<file path="config.mk">
export PLATFORM = sky130hd
export DESIGN_NAME = mat_stream_unpack
export DESIGN_NICKNAME = d
export VERILOG_FILES = /design/src/rtl/mat_pkg.sv /design/src/rtl/mat_skid_buf.sv /design/src/rtl/mat_stream_unpack.sv
export SDC_FILE = /design/constraint.sdc
export NUM_CORES = 1
export LEC_CHECK = 0
export ABC_AREA = 1
export BUFFER_PORTS_ARGS = -buffer_cell sky130_fd_sc_hd__buf_2
export CORE_MARGIN = 3
export CORE_UTILIZATION = 30
export CTS_BUF_LIST = sky130_fd_sc_hd__clkbuf_16
export CTS_CLUSTER_DIAMETER = 50
export CTS_CLUSTER_SIZE = 20
export DETAILED_ROUTE_END_ITERATION = 16
export RECOVER_POWER = 25
export SLEW_MARGIN = 5
export SYNTH_ARGS = -nofsm -noshare
export SYNTH_HDL_FRONTEND = slang
export SYNTH_HIERARCHICAL = 1
export SYNTH_SLANG_ARGS = --single-unit
</file>
<file path="constraint.sdc">
create_clock -name clk -period 13 [get_ports clk]
set_clock_uncertainty 0.1 [all_clocks]
set_input_delay 3.9 -clock clk [delete_from_list [all_inputs] [get_ports clk]]
set_output_delay 3.9 -clock clk [all_outputs]
set_load 0.02 [all_outputs]
</file>
<file path="src/rtl/mat_pkg.sv">
// mat_pkg: definitions shared by the matrix stream unpacker.
//   - mat_state_e  : frame FSM states (IDLE/RUN/DONE)
//   - MK_*         : bit positions of the sof/eol/eof markers in the side band
//                    that travels with each pixel through the optional skid buffer
//   - pix_per_word : number of pixels carried by one FIFO word
package mat_pkg;

    typedef enum logic [1:0] {
        ST_IDLE = 2'd0,
        ST_RUN  = 2'd1,
        ST_DONE = 2'd2
    } mat_state_e;

    localparam int MK_SOF = 0;
    localparam int MK_EOL = 1;
    localparam int MK_EOF = 2;
    localparam int MK_W   = 3;

    // Clamped to 1 so a mis-set width pair cannot produce a zero-lane buffer.
    function automatic int pix_per_word(input int in_w, input int pix_w);
        return ((in_w / pix_w) < 1) ? 1 : (in_w / pix_w);
    endfunction

endpackage

</file>
<file path="src/rtl/mat_skid_buf.sv">
// mat_skid_buf: 2-entry valid/ready register slice.
// The upstream ready is a register output, which breaks the combinational
// path from m_ready back into the producer. Full throughput is kept: the
// second entry absorbs the beat already in flight when the sink stalls.
// Ports:
//   clk, rst          clock, synchronous active-high reset
//   s_data/s_valid    upstream beat,   s_ready upstream accept
//   m_data/m_valid    downstream beat, m_ready downstream accept
module mat_skid_buf #(
    parameter int c_WIDTH = 11
) (
    input  logic               clk,
    input  logic               rst,
    input  logic [c_WIDTH-1:0] s_data,
    input  logic               s_valid,
    output logic               s_ready,
    output logic [c_WIDTH-1:0] m_data,
    output logic               m_valid,
    input  logic               m_ready
);

    logic [c_WIDTH-1:0] out_q;
    logic [c_WIDTH-1:0] skid_q;
    logic               out_v;
    logic               skid_v;

    assign s_ready = ~skid_v;
    assign m_data  = out_q;
    assign m_valid = out_v;

    always_ff @(posedge clk) begin
        if (rst) begin
            out_q  <= '0;
            skid_q <= '0;
            out_v  <= 1'b0;
            skid_v <= 1'b0;
        end else if (~out_v | m_ready) begin
            // Output slot free or draining: refill from the skid entry first.
            if (skid_v) begin
                out_q  <= skid_q;
                out_v  <= 1'b1;
                skid_v <= 1'b0;
            end else begin
                out_q  <= s_data;
                out_v  <= s_valid;
            end
        end else if (s_valid & ~skid_v) begin
            // Stalled: park the beat that was accepted under the old ready.
            skid_q <= s_data;
            skid_v <= 1'b1;
        end
    end

endmodule

</file>
<file path="src/rtl/mat_stream_unpack.sv">
// mat_stream_unpack: pops packed words from a first-word-fall-through matrix
// FIFO and emits one pixel per beat (LSB lane first) on a valid/ready stream,
// tagged with start-of-frame, end-of-line and end-of-frame markers for a
// geometry latched at start.
// Ports:
//   clk, rst                      clock (FIFO read domain), sync active-high reset
//   start, cfg_cols, cfg_rows     frame launch and geometry (cols multiple of
//                                 pixels per word)
//   busy, done                    frame in progress / one-cycle end pulse
//   fifo_rd_data/vld, fifo_rd_en  FIFO head word and pop
//   m_data, m_valid, m_ready      pixel stream
//   m_sof, m_eol, m_eof           markers, qualified by m_valid
// Build option: MAT_UNPACK_SKID_EN routes the pixel stream through a 2-entry
// skid buffer so fifo_rd_en no longer depends combinationally on m_ready
// (+1 cycle latency, same throughput).
module mat_stream_unpack
    import mat_pkg::*;
#(
    parameter int c_IN_WIDTH  = 32,
    parameter int c_PIX_WIDTH = 8,
    parameter int c_COL_WIDTH = 12,
    parameter int c_ROW_WIDTH = 12
) (
    input  logic                   clk,
    input  logic                   rst,
    input  logic                   start,
    input  logic [c_COL_WIDTH-1:0] cfg_cols,
    input  logic [c_ROW_WIDTH-1:0] cfg_rows,
    output logic                   busy,
    output logic                   done,
    input  logic [c_IN_WIDTH-1:0]  fifo_rd_data,
    input  logic                   fifo_rd_vld,
    output logic                   fifo_rd_en,
    output logic [c_PIX_WIDTH-1:0] m_data,
    output logic                   m_valid,
    input  logic                   m_ready,
    output logic                   m_sof,
    output logic                   m_eol,
    output logic                   m_eof
);

    localparam int PPW    = pix_per_word(c_IN_WIDTH, c_PIX_WIDTH);
    localparam int LANE_W = (PPW > 1) ? $clog2(PPW) : 1;
    localparam int WL_W   = c_COL_WIDTH + c_ROW_WIDTH;

    localparam logic [LANE_W-1:0]      LANE_LAST = LANE_W'(PPW - 1);
    localparam logic [LANE_W-1:0]      LANE_ONE  = LANE_W'(1);
    localparam logic [c_COL_WIDTH-1:0] COL_ONE   = c_COL_WIDTH'(1);
    localparam logic [c_ROW_WIDTH-1:0] ROW_ONE   = c_ROW_WIDTH'(1);
    localparam logic [WL_W-1:0]        WL_ONE    = WL_W'(1);

    mat_state_e state;

    logic [c_COL_WIDTH-1:0] cols_q;
    logic [c_ROW_WIDTH-1:0] rows_q;
    logic [c_COL_WIDTH-1:0] col;
    logic [c_ROW_WIDTH-1:0] row;
    logic [WL_W-1:0]        words_left;

    logic [c_IN_WIDTH-1:0]  word_buf;
    logic [LANE_W-1:0]      lane;
    logic                   buf_full;

    logic [PPW-1:0][c_PIX_WIDTH-1:0] lanes;
    logic [c_PIX_WIDTH-1:0]          px_data;
    logic [MK_W-1:0]                 px_mk;
    logic                            px_ready;
    logic                            hs;
    logic                            last_lane;
    logic                            pop;
    logic                            accept;
    logic                            frame_end;

    assign accept    = (state == ST_IDLE) & start;
    assign busy      = (state == ST_RUN);
    assign done      = (state == ST_DONE);

    assign lanes     = word_buf;
    assign px_data   = lanes[lane];
    assign last_lane = (lane == LANE_LAST);
    assign hs        = buf_full & px_ready;

    // Markers are zero whenever no pixel is presented.
    assign px_mk[MK_SOF] = buf_full & (col == '0) & (row == '0);
    assign px_mk[MK_EOL] = buf_full & (col == cols_q - COL_ONE);
    assign px_mk[MK_EOF] = px_mk[MK_EOL] & (row == rows_q - ROW_ONE);

    // Refill either into an empty buffer or in the same cycle the last lane
    // leaves, so back-to-back words stream without a bubble.
    assign pop = busy & ~rst & fifo_rd_vld & (words_left != '0)
               & (~buf_full | (hs & last_lane));
    assign fifo_rd_en = pop;

`ifdef MAT_UNPACK_SKID_EN
    logic [c_PIX_WIDTH+MK_W-1:0] sk_data;
    logic                        sk_valid;

    mat_skid_buf #(
        .c_WIDTH(c_PIX_WIDTH + MK_W)
    ) u_skid (
        .clk     (clk),
        .rst     (rst),
        .s_data  ({px_data, px_mk}),
        .s_valid (buf_full),
        .s_ready (px_ready),
        .m_data  (sk_data),
        .m_valid (sk_valid),
        .m_ready (m_ready)
    );

    assign m_valid = sk_valid;
    assign m_data  = sk_data[MK_W +: c_PIX_WIDTH];
    assign m_sof   = sk_valid & sk_data[MK_SOF];
    assign m_eol   = sk_valid & sk_data[MK_EOL];
    assign m_eof   = sk_valid & sk_data[MK_EOF];
`else
    assign px_ready = m_ready;
    assign m_valid  = buf_full;
    assign m_data   = px_data;
    assign m_sof    = px_mk[MK_SOF];
    assign m_eol    = px_mk[MK_EOL];
    assign m_eof    = px_mk[MK_EOF];
`endif

    // The frame ends on the sink's handshake of the eof beat, so with the
    // skid buffer enabled done waits for the buffer to drain.
    assign frame_end = m_valid & m_ready & m_eof;

    always_ff @(posedge clk) begin
        if (rst) begin
            state  <= ST_IDLE;
            cols_q <= '0;
            rows_q <= '0;
        end else begin
            case (state)
                ST_IDLE: if (start) begin
                    cols_q <= cfg_cols;
                    rows_q <= cfg_rows;
                    state  <= ((cfg_cols == '0) || (cfg_rows == '0)) ? ST_DONE : ST_RUN;
                end
                ST_RUN:  if (frame_end) state <= ST_DONE;
                ST_DONE: state <= ST_IDLE;
                default: state <= ST_IDLE;
            endcase
        end
    end

    always_ff @(posedge clk) begin
        if (rst) begin
            word_buf   <= '0;
            lane       <= '0;
            buf_full   <= 1'b0;
            col        <= '0;
            row        <= '0;
            words_left <= '0;
        end else if (accept) begin
            lane       <= '0;
            buf_full   <= 1'b0;
            col        <= '0;
            row        <= '0;
            words_left <= WL_W'(cfg_cols / c_COL_WIDTH'(PPW)) * WL_W'(cfg_rows);
        end else begin
            if (pop) begin
                word_buf   <= fifo_rd_data;
                buf_full   <= 1'b1;
                lane       <= '0;
                words_left <= words_left - WL_ONE;
            end else if (hs & last_lane) begin
                buf_full   <= 1'b0;
                lane       <= '0;
            end else if (hs) begin
                lane       <= lane + LANE_ONE;
            end

            if (hs) begin
                if (col == cols_q - COL_ONE) begin
                    col <= '0;
                    row <= row + ROW_ONE;
                end else begin
                    col <= col + COL_ONE;
                end
            end
        end
    end

endmodule

</file>
After elaboration in Yosys (flattened, before gate mapping)

Index checks and enable logic that the tools add are counted.

Word-level logic and storage cells: 66
Register bits after elaboration: 109

Magnitude comparators: 1
Bitwise gates (word level): 16
Add/subtract/negate cells: 6
Muxes and demuxes: 11
$mul: 1
Eq/ne operators: 7
Reductions and logical operators: 15

Operators by type and width:

| operator                | count |
|---|---|
| $logic_not A12 Y1       | 4 |
| $mux W24                | 2 |
| $add A12 B1 Y12 const B | 2 |
| $eq A12 B12 Y1          | 2 |
| $reduce_bool A24 Y1     | 1 |
| $sub A12 B1 Y12 const B | 2 |
| $sub A24 B1 Y24 const B | 1 |
| $mul A10 B12 Y22        | 1 |
| $bmux W8 S2             | 1 |
| $and A1 B1 Y1           | 12 |
| $mux W12                | 1 |
| $mux W8                 | 1 |
| $reduce_and A2 Y1       | 4 |
| $mux W2                 | 3 |
| $eq A2 B2 Y1 const B    | 2 |
| $pmux W2 S2             | 1 |
| $reduce_bool A2 Y1      | 2 |
| $reduce_or A4 Y1        | 1 |
| $lt A2 B3 Y1 const B    | 1 |
| $not A1 Y1              | 3 |
| $add A2 B1 Y2 const B   | 1 |
| $eq A2 B1 Y1 const B    | 1 |
| $logic_not A2 Y1        | 1 |
| $mux W1                 | 2 |
| other kinds (5)         | 5 |

Depth between registers and ports, before layout

Gate-level depths: netlist (run 1).

Depth in word-level cells: 7
Mapped depth: 25
Gate-level depth less buffers: 24

Worst setup path after synthesis (run 1)

Ideal clock, no wire load.

Kind: input to output
Start: input port m_ready
End: output port fifo_rd_en
Cell stages on the path: 8
Setup slack: 4.188 ns
Data arrival time: 4.812 ns
Path through: nand2_4 clkinv_2 nand2_1 a21oi_1 nand2_1 buf_6 inv_4 buf_4

Longest elaborated chain between the ends: 4

Ends and longest elaborated chain:

| what               | line                    | RTL |
|---|---|---|
| start: declaration | mat_stream_unpack.sv:36 | `input logic m_ready,` |
| $and A1 B1 Y1      | mat_stream_unpack.sv:81 | `assign hs = buf_full & px_ready;` |
| $and A1 B1 Y1      | mat_stream_unpack.sv:91 | `& (~buf_full \| (hs & last_lane));` |
| $or A1 B1 Y1       | mat_stream_unpack.sv:91 |  |
| $and A1 B1 Y1      | mat_stream_unpack.sv:91 |  |
| end: declaration   | mat_stream_unpack.sv:33 | `output logic fifo_rd_en,` |

Every way passes these cells.

Worst setup path after layout (run 1)

Start: input port rst
End: output port fifo_rd_en

Longest elaborated chain between the ends: 5

Ends and longest elaborated chain:

| what                       | line                    | RTL |
|---|---|---|
| start: declaration         | mat_stream_unpack.sv:25 | `input logic rst,` |
| $not A1 Y1                 | mat_stream_unpack.sv:90 | `assign pop = busy & ~rst & fifo_rd_vld & (words_left != '0)` |
| $and A1 B1 Y1 (3 in a row) | mat_stream_unpack.sv:90 |  |
| $and A1 B1 Y1              | mat_stream_unpack.sv:91 |  |

Every way passes these cells.

==> run_results.csv, run 1 <==
group,metric,value,unit
placed_design,gp_congestion,0.8437,
floorplan,fp.dieArea,36890,µm²
worst_setup_path,path_depth,8,
worst_setup_path,path_max_fanout,48,
final_layout,fin_util,0.3377,
worst_setup_path,critPathBufInv,5,
run,cap_violations,1,
timing,tightestPinTransition,2477,ps
power,internal-power,869.7,µW
global_route,grt_pass1_vias,9802,
min_path,min_path_type,"reg -> reg",
clock_network,cts_setup_buffers,0,
worst_setup_path,r2r-start,"words_left[0]",
timing,fmaxAchievable,0.1035,GHz
min_path,hold_path_depth,2,
drt,ant_nets,0,
clock_network,hold_buffers,0,
synthesis,async_reset_ff_frac,0,
drt,drcViolationCount,0,
clock_network,clk_path_buf_depth,2,
run_status,failed_checks,"max-capacitance violations, max-slew violations",
floorplan,die_x,192.1,µm
power,p_switching,796.0,µW
worst_setup_path,path_cells,"clkbuf_1 -> inv_1 -> nand3_1 -> a21oi_1 -> nand2_1 -> buf_4 -> inv_4 -> buf_2",
worst_setup_path,rr_worst_depth,13,
floorplan,start_util,0.3074,
global_route,grt_usage,0.1580,
global_route,grt_overflow_total,0,
worst_setup_path,required,9000,ps
timing,fin_tns_setup,0,ps
timing,fin_crit_sh,0.7434,
worst_setup_path,end_kind,"output pin",
synthesis,syn_nets,1741,
worst_setup_path,worstSetupStartpointType,"input pin",
drt,finalWirelength,28610,µm
run_status,status,"finished, violations left",
global_route,grt_pass1_wl,47630,µm
final_layout,final_common_cell,"nand2_1",
power,seqPwrFrac,0.232,
drt,drt_first_iter_violations,533,
final_layout,fin_cells,2024,
synthesis,seq_area_frac_synth,0.2101,
power,p_leak,5.687,nW
power,power,1.666,mW
drt,vias_per_cell,4.803,
power,comb_power_share,0.591,
synthesis,ys_types,47,
synthesis,synth-edff-count,0,
placed_design,dp.cells,2007,
global_route,grt_max_degree,71,
worst_setup_path,worstPathArrival,5660,ps
floorplan,core_area,33780,µm²
min_path,min-delay-start,"rows_q[1]",
synthesis,avgSynthCellArea,6.757,µm²
timing,drv_slew,71,
floorplan,num_rows,67,
timing,hold_viol,0,
clock_network,cts-resized-gates,0,
power,peakVddDrop,76.07,µV
timing,max_slew_margin,-0.6512,
power,p_clk_frac,0.177,
synthesis,netlist_instances,1537,
worst_setup_path,worst-setup-path-type,"in -> out",
placed_design,dp_hpwl,22080,µm
drt,firstDrtPassIters,5,
clock_network,clk_pin_slew,80,ps
clock_network,cts_buffers,9,
final_layout,fin_nets,1774,
synthesis,ys_warn_count,6,
synthesis,ys_ff_latch,109,
synthesis,netlist_area,10380,µm²
clock_network,htree_levels,3,
floorplan,die_height,192.1,µm
final_layout,layout.cells.most_common_list,"nand2_1 (338), inv_1 (246), nor2_1 (198), o21ai_0 (126), dfxtp_1 (109)",
timing,fin_hold_ws,379.0,ps
floorplan,io_pins,76,
worst_setup_path,path_delay_family,"buffers and inverters",
timing,rsz0062_at_grt,"no",
worst_setup_path,critPathLaunch,"rst",
clock_network,cts_num_sinks,109,
global_route,antenna_found_initial,3,
final_layout,syn_to_final_growth,9.843,%
timing,finalCriticalPeriod,9664,ps
synthesis,synthFlopType,"dfxtp_1",
clock_network,cts_tree,"done",
worst_setup_path,slowest_delay,460,ps
power,powerDensity,146.0,nW/µm²
drt,wire_per_inst,14.14,µm
placed_design,port_buffers,75,
worst_setup_path,slowest_stage,"clkbuf_1",
timing,finalSetupViolCount,0,
final_layout,drive_gt1_frac,0.07873,
clock_network,insertion_delay,360,ps
drt,vias,9722,
power,swShare,0.4779,
clock_network,cts-root-buf,"clkbuf_16",
-- worst min-delay path, stage by stage (launching register included) --
cell and delay [ps]:
dfxtp_1 320, inv_1 70, a21oi_1 50
-- logic make-up (layout without fill, tap and decap cells) --
kind of cell               after synthesis  in the layout  share of synthesized area
other                                    0              1                          0
and+or+nand+nor                        691            691                     0.2857
buffers and inverters                  312            350                     0.1167
AOI/OAI and AO/OA                      236            236                     0.1200
DFF                                    109            109                     0.2101
xor gates and xnor gates                46             46                    0.03880
adders and majority gates              143            143                     0.2287
-- power by group through the flow --
| stage | combinational (mW) | clock [mW] | sequential [mW] |
|---|---|---|---|
| after detailed placement | 0.981 | 0 | 0.394 |
| after global placement | 0.975 | 0 | 0.393 |
| final | 0.984 | 0.295 | 0.387 |
| after floorplan | 0.760 | 0 | 0.387 |
| after CTS | 0.992 | 0.302 | 0.386 |
| after global routing | 1.15 | 0.314 | 0.391 |
-- cells in the mapped netlist, types with 2 or more instances --
cell type  instances  area [µm²]
a21boi_0           3       22.52
a21o_1             2       15.01
a21oi_1           76       380.4
a311oi_1           2       17.52
a31oi_1            6       37.54
and2_1             2       12.51
buf_2              6       30.03
buf_4              4       30.03
buf_6              2       22.52
clkbuf_1          44       165.2
dfxtp_1          109        2182
fa_1              78        1562
ha_1              65       813.3
inv_1            246       923.4
inv_2              8       30.03
nand2_1          339        1272
nand2_2            2       12.51
nand3_1           63       315.3
nand3_4            3       52.55
nand3b_1           5       37.54
nand4_1           25       156.4
nor2_1           198       743.2
nor2_2             6       37.54
nor2_4             4       45.04
nor3_1            19       95.09
nor3_2             2       20.02
nor3b_1            2       15.01
nor4_1            13       81.33
o21ai_0          126       630.6
o21ai_1            5       25.02
o21bai_1           3       22.52
o22ai_1            8       50.05
or2_1              2       12.51
or2_2              2       12.51
xnor2_1           15       131.4
xor2_1            31       271.5
-- layer usage --
| metal | vias to the layer above | global-route usage | wire length, µm | share of wire |
|---|---|---|---|---|
| met4 | 6 | 0.04595 | 667 | 0.023 |
| met5 | - | 0 | 34 | 0.0012 |
| li1 | 4905 | - | - | - |
| met3 | 48 | 0.02008 | 1166 | 0.041 |
| met1 | 4577 | 0.1989 | 12620 | 0.44 |
| met2 | 186 | 0.2820 | 14120 | 0.49 |
-- metrics by stage --
stage / worst slack (ps) / area, µm²
2_1_floorplan: 4188 / 10390
6_report: 3336 / 11410
5_1_grt: 3165 / 11400
4_1_cts: 3351 / 11410
3_3_place_gp: 3371 / 11100
3_5_place_dp: 3363 / 11100
-- registers in the layout, summed over array words and instances, names as in the netlist --
signal and flops:
lanes 32, words_left 24, col 12, cols_q 12, row 12, rows_q 12, lane 2, state 2
m_valid 1
-- layout make-up --
type / instances / area, µm²
Sequential cell: 109 / 2182
Clock buffer: 9 / 225.2
Clock inverter: 7 / 91.34
Inverter: 256 / 964.7
Fill cell: 3670 / 22380
Tap cell: 448 / 560.5
Timing Repair Buffer: 78 / 387.9
Multi-Input combinational cell: 1116 / 6993
Antenna cell: 1 / 2.502
-- final timing paths --
check	to	slack, ps
worst min-delay path	rows_q[1]	380
worst min register to register	rows_q[1]	380
worst max-delay path	fifo_rd_en	3340
worst max register to register	words_left[1]	9680
No activity file was read; power rests on OpenSTA's default activity.
==> run 2, diff against run 1 <==
clock period = 9.28 ns   (was 13 ns; I/O delays follow)
==> run 2 against run 1 <==
The flow still finishes with violations (max-capacitance violations, max-slew violations); via count shrank 0.78%; non-clock buffer count is the same; clock-buffer cell count stayed put; cell count hardly changed; core utilization up 0.096 points; power rose by 44%; critical path depth grew 14; routed wire length shrank 0.40%.
==> run_results.csv, run 2 (same netlist as run 1, synthesis figures left out) <==
group,metric,value,unit
final_layout,final_common_cell,"nand2_1",
timing,fin_crit_sh,0.8187,
final_layout,diodes,0,
timing,rsz0062_at_grt,"no",
drt,ant_nets,0,
worst_setup_path,path_cells,"clkbuf_1 -> nand2_1 -> fa_1 -> fa_1 -> inv_1 -> fa_1 -> fa_1 -> inv_1 -> fa_1 -> inv_1 -> ha_1 -> a21oi_1 -> a21boi_0 -> nand2_1 -> nand2_1 -> nand2_1 -> nand2_1 -> nand2_1 -> nand2_1 -> nand3_1 -> nand2_1 -> a21oi_1",
global_route,antenna_found_initial,4,
timing,fmaxAchievable,0.1316,GHz
clock_network,hold_buffers,0,
global_route,grt_pass1_wl,47850,µm
clock_network,cts_tree,"done",
power,peakVddDrop,107.8,µV
worst_setup_path,slowest_delay,550,ps
final_layout,num-fill-cells,3620,
final_layout,layout.cells.most_common_list,"nand2_1 (338), inv_1 (246), nor2_1 (198), o21ai_0 (126), dfxtp_1 (109)",
drt,wire_per_inst,14.09,µm
final_layout,drive_gt1_frac,0.07873,
run_status,status,"finished, violations left",
clock_network,cts-root-buf,"clkbuf_16",
floorplan,die_height,192.1,µm
drt,vias_per_cell,4.768,
timing,fin_hold_ws,374.8,ps
clock_network,insertion_delay,360,ps
drt,vias,9646,
clock_network,cts_buffers,9,
global_route,grt_overflow_total,0,
worst_setup_path,slowest_stage,"fa_1",
final_layout,fin_cells,2023,
placed_design,dp_hpwl,22120,µm
clock_network,clk_pin_slew,80,ps
worst_setup_path,worst-setup-path-type,"in -> reg",
timing,finalCriticalPeriod,7598,ps
drt,drt_first_iter_violations,721,
power,powerDensity,209.3,nW/µm²
final_layout,multi_input_area,6993,µm²
worst_setup_path,worstSetupStartpointType,"input pin",
floorplan,die_x,192.1,µm
clock_network,cts-resized-gates,0,
final_layout,syn_to_final_growth,10.16,%
global_route,grt_pass1_vias,9513,
placed_design,dp.cells,2007,
floorplan,io_pins,76,
timing,finalSetupViolCount,0,
clock_network,cts_setup_buffers,0,
worst_setup_path,required,9400,ps
clock_network,htree_levels,3,
floorplan,num_rows,67,
min_path,min_path_type,"reg -> reg",
final_layout,fin_nets,1774,
floorplan,start_util,0.3074,
clock_network,clk_path_buf_depth,2,
run,cap_violations,1,
timing,max_slew_margin,-0.7547,
drt,finalWirelength,28500,µm
timing,fin_tns_setup,0,ps
clock_network,cts_num_sinks,109,
power,p_leak,5.709,nW
drt,firstDrtPassIters,5,
timing,hold_viol,0,
run_status,failed_checks,"max-capacitance violations, max-slew violations",
final_layout,final-seq-area,2182,µm²
timing,tightestPinTransition,2632,ps
global_route,grt_max_degree,71,
final_layout,fin_util,0.3386,
timing,drv_slew,71,
worst_setup_path,worstPathArrival,7720,ps
drt,drcViolationCount,0,
worst_setup_path,end_kind,"flop",
placed_design,port_buffers,75,
final_layout,largest_register_ffs,32,
floorplan,core_area,33780,µm²
placed_design,gp_congestion,0.8928,
worst_setup_path,cpMostUsedCell,"nand2_1",
worst_setup_path,path_max_fanout,14,
floorplan,fp.dieArea,36890,µm²
global_route,grt_usage,0.1586,
[run 2: cell types whose count changed in the layout (fill, tap and decap cells not counted), sizes merged]
cell / before / now
bufinv: 1 / 3
clkinv: 3 / 2
clkinvlp: 1 / 0
diode: 1 / 0
[run 2: worst paths after layout]
path                         end            from  slack (ps)  depth (start not counted)
setup / recovery  words_left[20]    cfg_cols[10]        1680                         22
hold / removal    words_left[23]  words_left[23]         370                          2
setup reg to reg   words_left[0]   words_left[0]        5910                         13
hold reg to reg   words_left[23]  words_left[23]         370                          2
[run 2: worst max-delay path: cells and delay by family]
family / cells / cell delay (ps)
buf+inv: 4 / 670
fa+ha+maj: 6 / 2990
simple gates: 9 / 900
compound gates: 3 / 370
[run 2: stage by stage]
stage / total power [mW] / cell area [µm²] / setup slack (ps)
3_5_place_dp: 1.945 / 11100 / 1472
2_1_floorplan: 1.606 / 10390 / 1882
6_report: 2.395 / 11440 / 1682
5_1_grt: 2.669 / 11440 / 1239
3_3_place_gp: 1.933 / 11100 / 1573
4_1_cts: 2.416 / 11450 / 1731
[run 2: area by class of cell]
class / instances / share of cell area
clock buffers: 9 / 0.01969
multi-input cells: 1116 / 0.6113
repair buffers: 78 / 0.03391
well taps: 448 / 0.04900
flip-flops and latches: 109 / 0.1907
clock inverters: 7 / 0.01105
inverters: 256 / 0.08433
[run 2: power breakdown]
group	leakage [nW]	total (mW)	switching, mW	internal, mW
Clock	0.174	0.463	0.194	0.269
Sequential	0.890	0.541	0.0358	0.505
Combinational	4.65	1.39	0.890	0.501
Total	5.71	2.39	1.12	1.28
[run 2: metal layers]
| metal | GRT usage | vias to the layer above | wire, µm |
|---|---|---|---|
| met5 | 0 | - | 48 |
| met4 | 0.04455 | 8 | 731 |
| met3 | 0.01953 | 53 | 1206 |
| met2 | 0.2664 | 197 | 13460 |
| met1 | 0.2144 | 4493 | 13050 |
| li1 | - | 4895 | - |
==> run 3, diff against run 2 <==
clock period = 7 ns   (was 9.28 ns; I/O delays follow)
==> run 3 against run 2 <==
The run still ends with max-capacitance violations, max-slew violations left; clock-buffer cell count unchanged; register-to-register slack got worse by 2500 ps; design area increased by 1.3%; sequential cell count unchanged; first-iteration DRC count decreased by 10%; non-clock buffer count increased by 24; clock power increased by 22%; combinational power increased by 32%; routed wire length increased by 0.75%; core utilization increased by 0.43 points; critical endpoint is now words_left[19]; largest power group unchanged.
==> run_results.csv, run 3 (same netlist as run 1, synthesis figures left out) <==
group,metric,value,unit
clock_network,cts-resized-gates,0,
final_layout,final_common_cell,"nand2_1",
worst_setup_path,worstSetupStartpointType,"input pin",
drt,finalWirelength,28710,µm
placed_design,dp_worst_setup_slack,7.761,ps
drt,firstDrtPassIters,5,
worst_setup_path,cp-endpoint,"words_left[19]",
run_status,status,"finished, violations left",
timing,fin_hold_ws,369.6,ps
clock_network,cts-root-buf,"clkbuf_16",
global_route,grt_max_degree,71,
worst_setup_path,regToRegSetupSlack,3460,ps
placed_design,dp_hpwl,23070,µm
timing,finalCriticalPeriod,6622,ps
clock_network,hold_buffers,0,
clock_network,htree_levels,3,
worst_setup_path,worst-setup-path-type,"in -> reg",
floorplan,core_area,33780,µm²
clock_network,cts_buffers,9,
power,peakVddDrop,182.7,µV
timing,setup_ws,378.4,ps
timing,drv_slew,71,
worst_setup_path,end_kind,"flop",
timing,fin_tns_setup,0,ps
worst_setup_path,path_depth,21,
timing,fin_crit_sh,0.9459,
global_route,grt_overflow_total,0,
final_layout,syn_to_final_growth,11.54,%
min_path,min_path_type,"reg -> reg",
final_layout,fin_cells,2048,
global_route,grt_usage,0.1608,
worst_setup_path,path_max_fanout,7,
final_layout,drive_gt1_frac,0.09256,
clock_network,cts_setup_buffers,0,
final_layout,layout.cells.most_common_list,"nand2_1 (338), inv_1 (247), nor2_1 (198), o21ai_0 (126), dfxtp_1 (109)",
floorplan,fp.dieArea,36890,µm²
floorplan,die_height,192.1,µm
drt,vias_per_cell,4.779,
timing,rsz0062_at_grt,"no",
final_layout,fin_nets,1798,
floorplan,die_x,192.1,µm
worst_setup_path,worstPathArrival,6820,ps
drt,drt_first_iter_violations,647,
clock_network,insertion_delay,370,ps
worst_setup_path,rr_worst_depth,13,
run_status,failed_checks,"max-capacitance violations, max-slew violations",
drt,wire_per_inst,14.02,µm
worst_setup_path,r2r-start,"words_left[0]",
placed_design,dpl_cell_area,11280,µm²
worst_setup_path,required,7200,ps
worst_setup_path,r2r-end,"words_left[0]",
final_layout,num-fill-cells,3673,
worst_setup_path,slowest_stage,"fa_1",
placed_design,dp.cells,2031,
power,p_leak,5.805,nW
worst_setup_path,critPathLaunch,"cfg_cols[5]",
worst_setup_path,path_delay_family,"adder cells",
floorplan,io_pins,76,
global_route,grt_pass1_vias,9619,
global_route,antenna_found_initial,1,
timing,max_slew_margin,-0.7159,
drt,drcViolationCount,0,
drt,ant_nets,0,
clock_network,clk_path_buf_depth,2,
timing,hold_viol,0,
clock_network,clk_pin_slew,80,ps
worst_setup_path,critPathBufInv,6,
final_layout,largest_register_ffs,32,
global_route,grt_pass1_wl,48220,µm
worst_setup_path,path_cells,"buf_2 -> nand2_1 -> fa_1 -> inv_1 -> fa_1 -> inv_1 -> fa_1 -> inv_1 -> fa_1 -> inv_1 -> fa_1 -> inv_1 -> ha_1 -> nand2_1 -> o21ai_0 -> a21oi_1 -> o21ai_0 -> nand2_1 -> nand3b_1 -> nand3_1 -> a21oi_1",
placed_design,port_buffers,75,
worst_setup_path,slowest_delay,540,ps
run,cap_violations,1,
timing,fmaxAchievable,0.1510,GHz
clock_network,cts_num_sinks,109,
timing,tightestPinTransition,2574,ps
final_layout,stdcell_area,11580,µm²
power,powerDensity,268.1,nW/µm²
clock_network,cts_tree,"done",
min_path,min-delay-start,"words_left[23]",
drt,vias,9787,
timing,finalSetupViolCount,0,
floorplan,start_util,0.3074,
placed_design,gp_congestion,0.8928,
floorplan,num_rows,67,
[run 3: layout make-up]
type	instances	area, µm²	area share
timing repair buffer	102	569.3	0.04915
multi-input combinational	1116	6993	0.6037
tap	448	560.5	0.04839
inverter	256	964.7	0.08328
antenna	1	2.502	0.0002160
clock inverter	7	86.33	0.007453
clock buffer	9	225.2	0.01944
sequential	109	2182	0.1884
[run 3: worst reg2reg max path, cell delays in order, from the launching register on]
cell and delay [ps]:
dfxtp_1 320, inv_1 190, ha_1 220, nand2_1 90, nor2_4 190, inv_1 60
nor3_1 210, nand4_1 230, nand2_1 180, buf_4 410, nand2_1 550, inv_2 360
o21ai_0 110, a21oi_1 240
[run 3: where the power goes]
part	internal (mW)	switching [mW]
logic	0.670	1.16
clock network	0.285	0.278
registers	0.669	0.0476
total	1.62	1.48
[run 3: metal layers]
| layer | vias to the layer above | global-route usage | part of all wire |
|---|---|---|---|
| li1 | 4940 | - | - |
| met1 | 4624 | 0.2172 | 0.47 |
| met2 | 181 | 0.2696 | 0.47 |
| met3 | 40 | 0.02099 | 0.036 |
| met4 | 2 | 0.04511 | 0.021 |
| met5 | - | 0 | 0.00045 |
[run 3: worst min-delay path by stage]
stage | endpoint | slack [ps] | cells after the start
after floorplan | words_left[23] | 340 | 2
after global placement | words_left[23] | 350 | 2
after detailed placement | words_left[23] | 360 | 2
after CTS | words_left[23] | 370 | 2
after global routing | rows_q[1] | 400 | 2
final | words_left[23] | 370 | 2
[run 3: stage by stage]
stage            util  power, mW
2_1_floorplan       -      2.129
3_3_place_gp   0.3338      2.544
3_5_place_dp   0.3338      2.552
4_1_cts        0.3431      3.130
5_1_grt        0.3428      3.454
6_report       0.3429      3.105
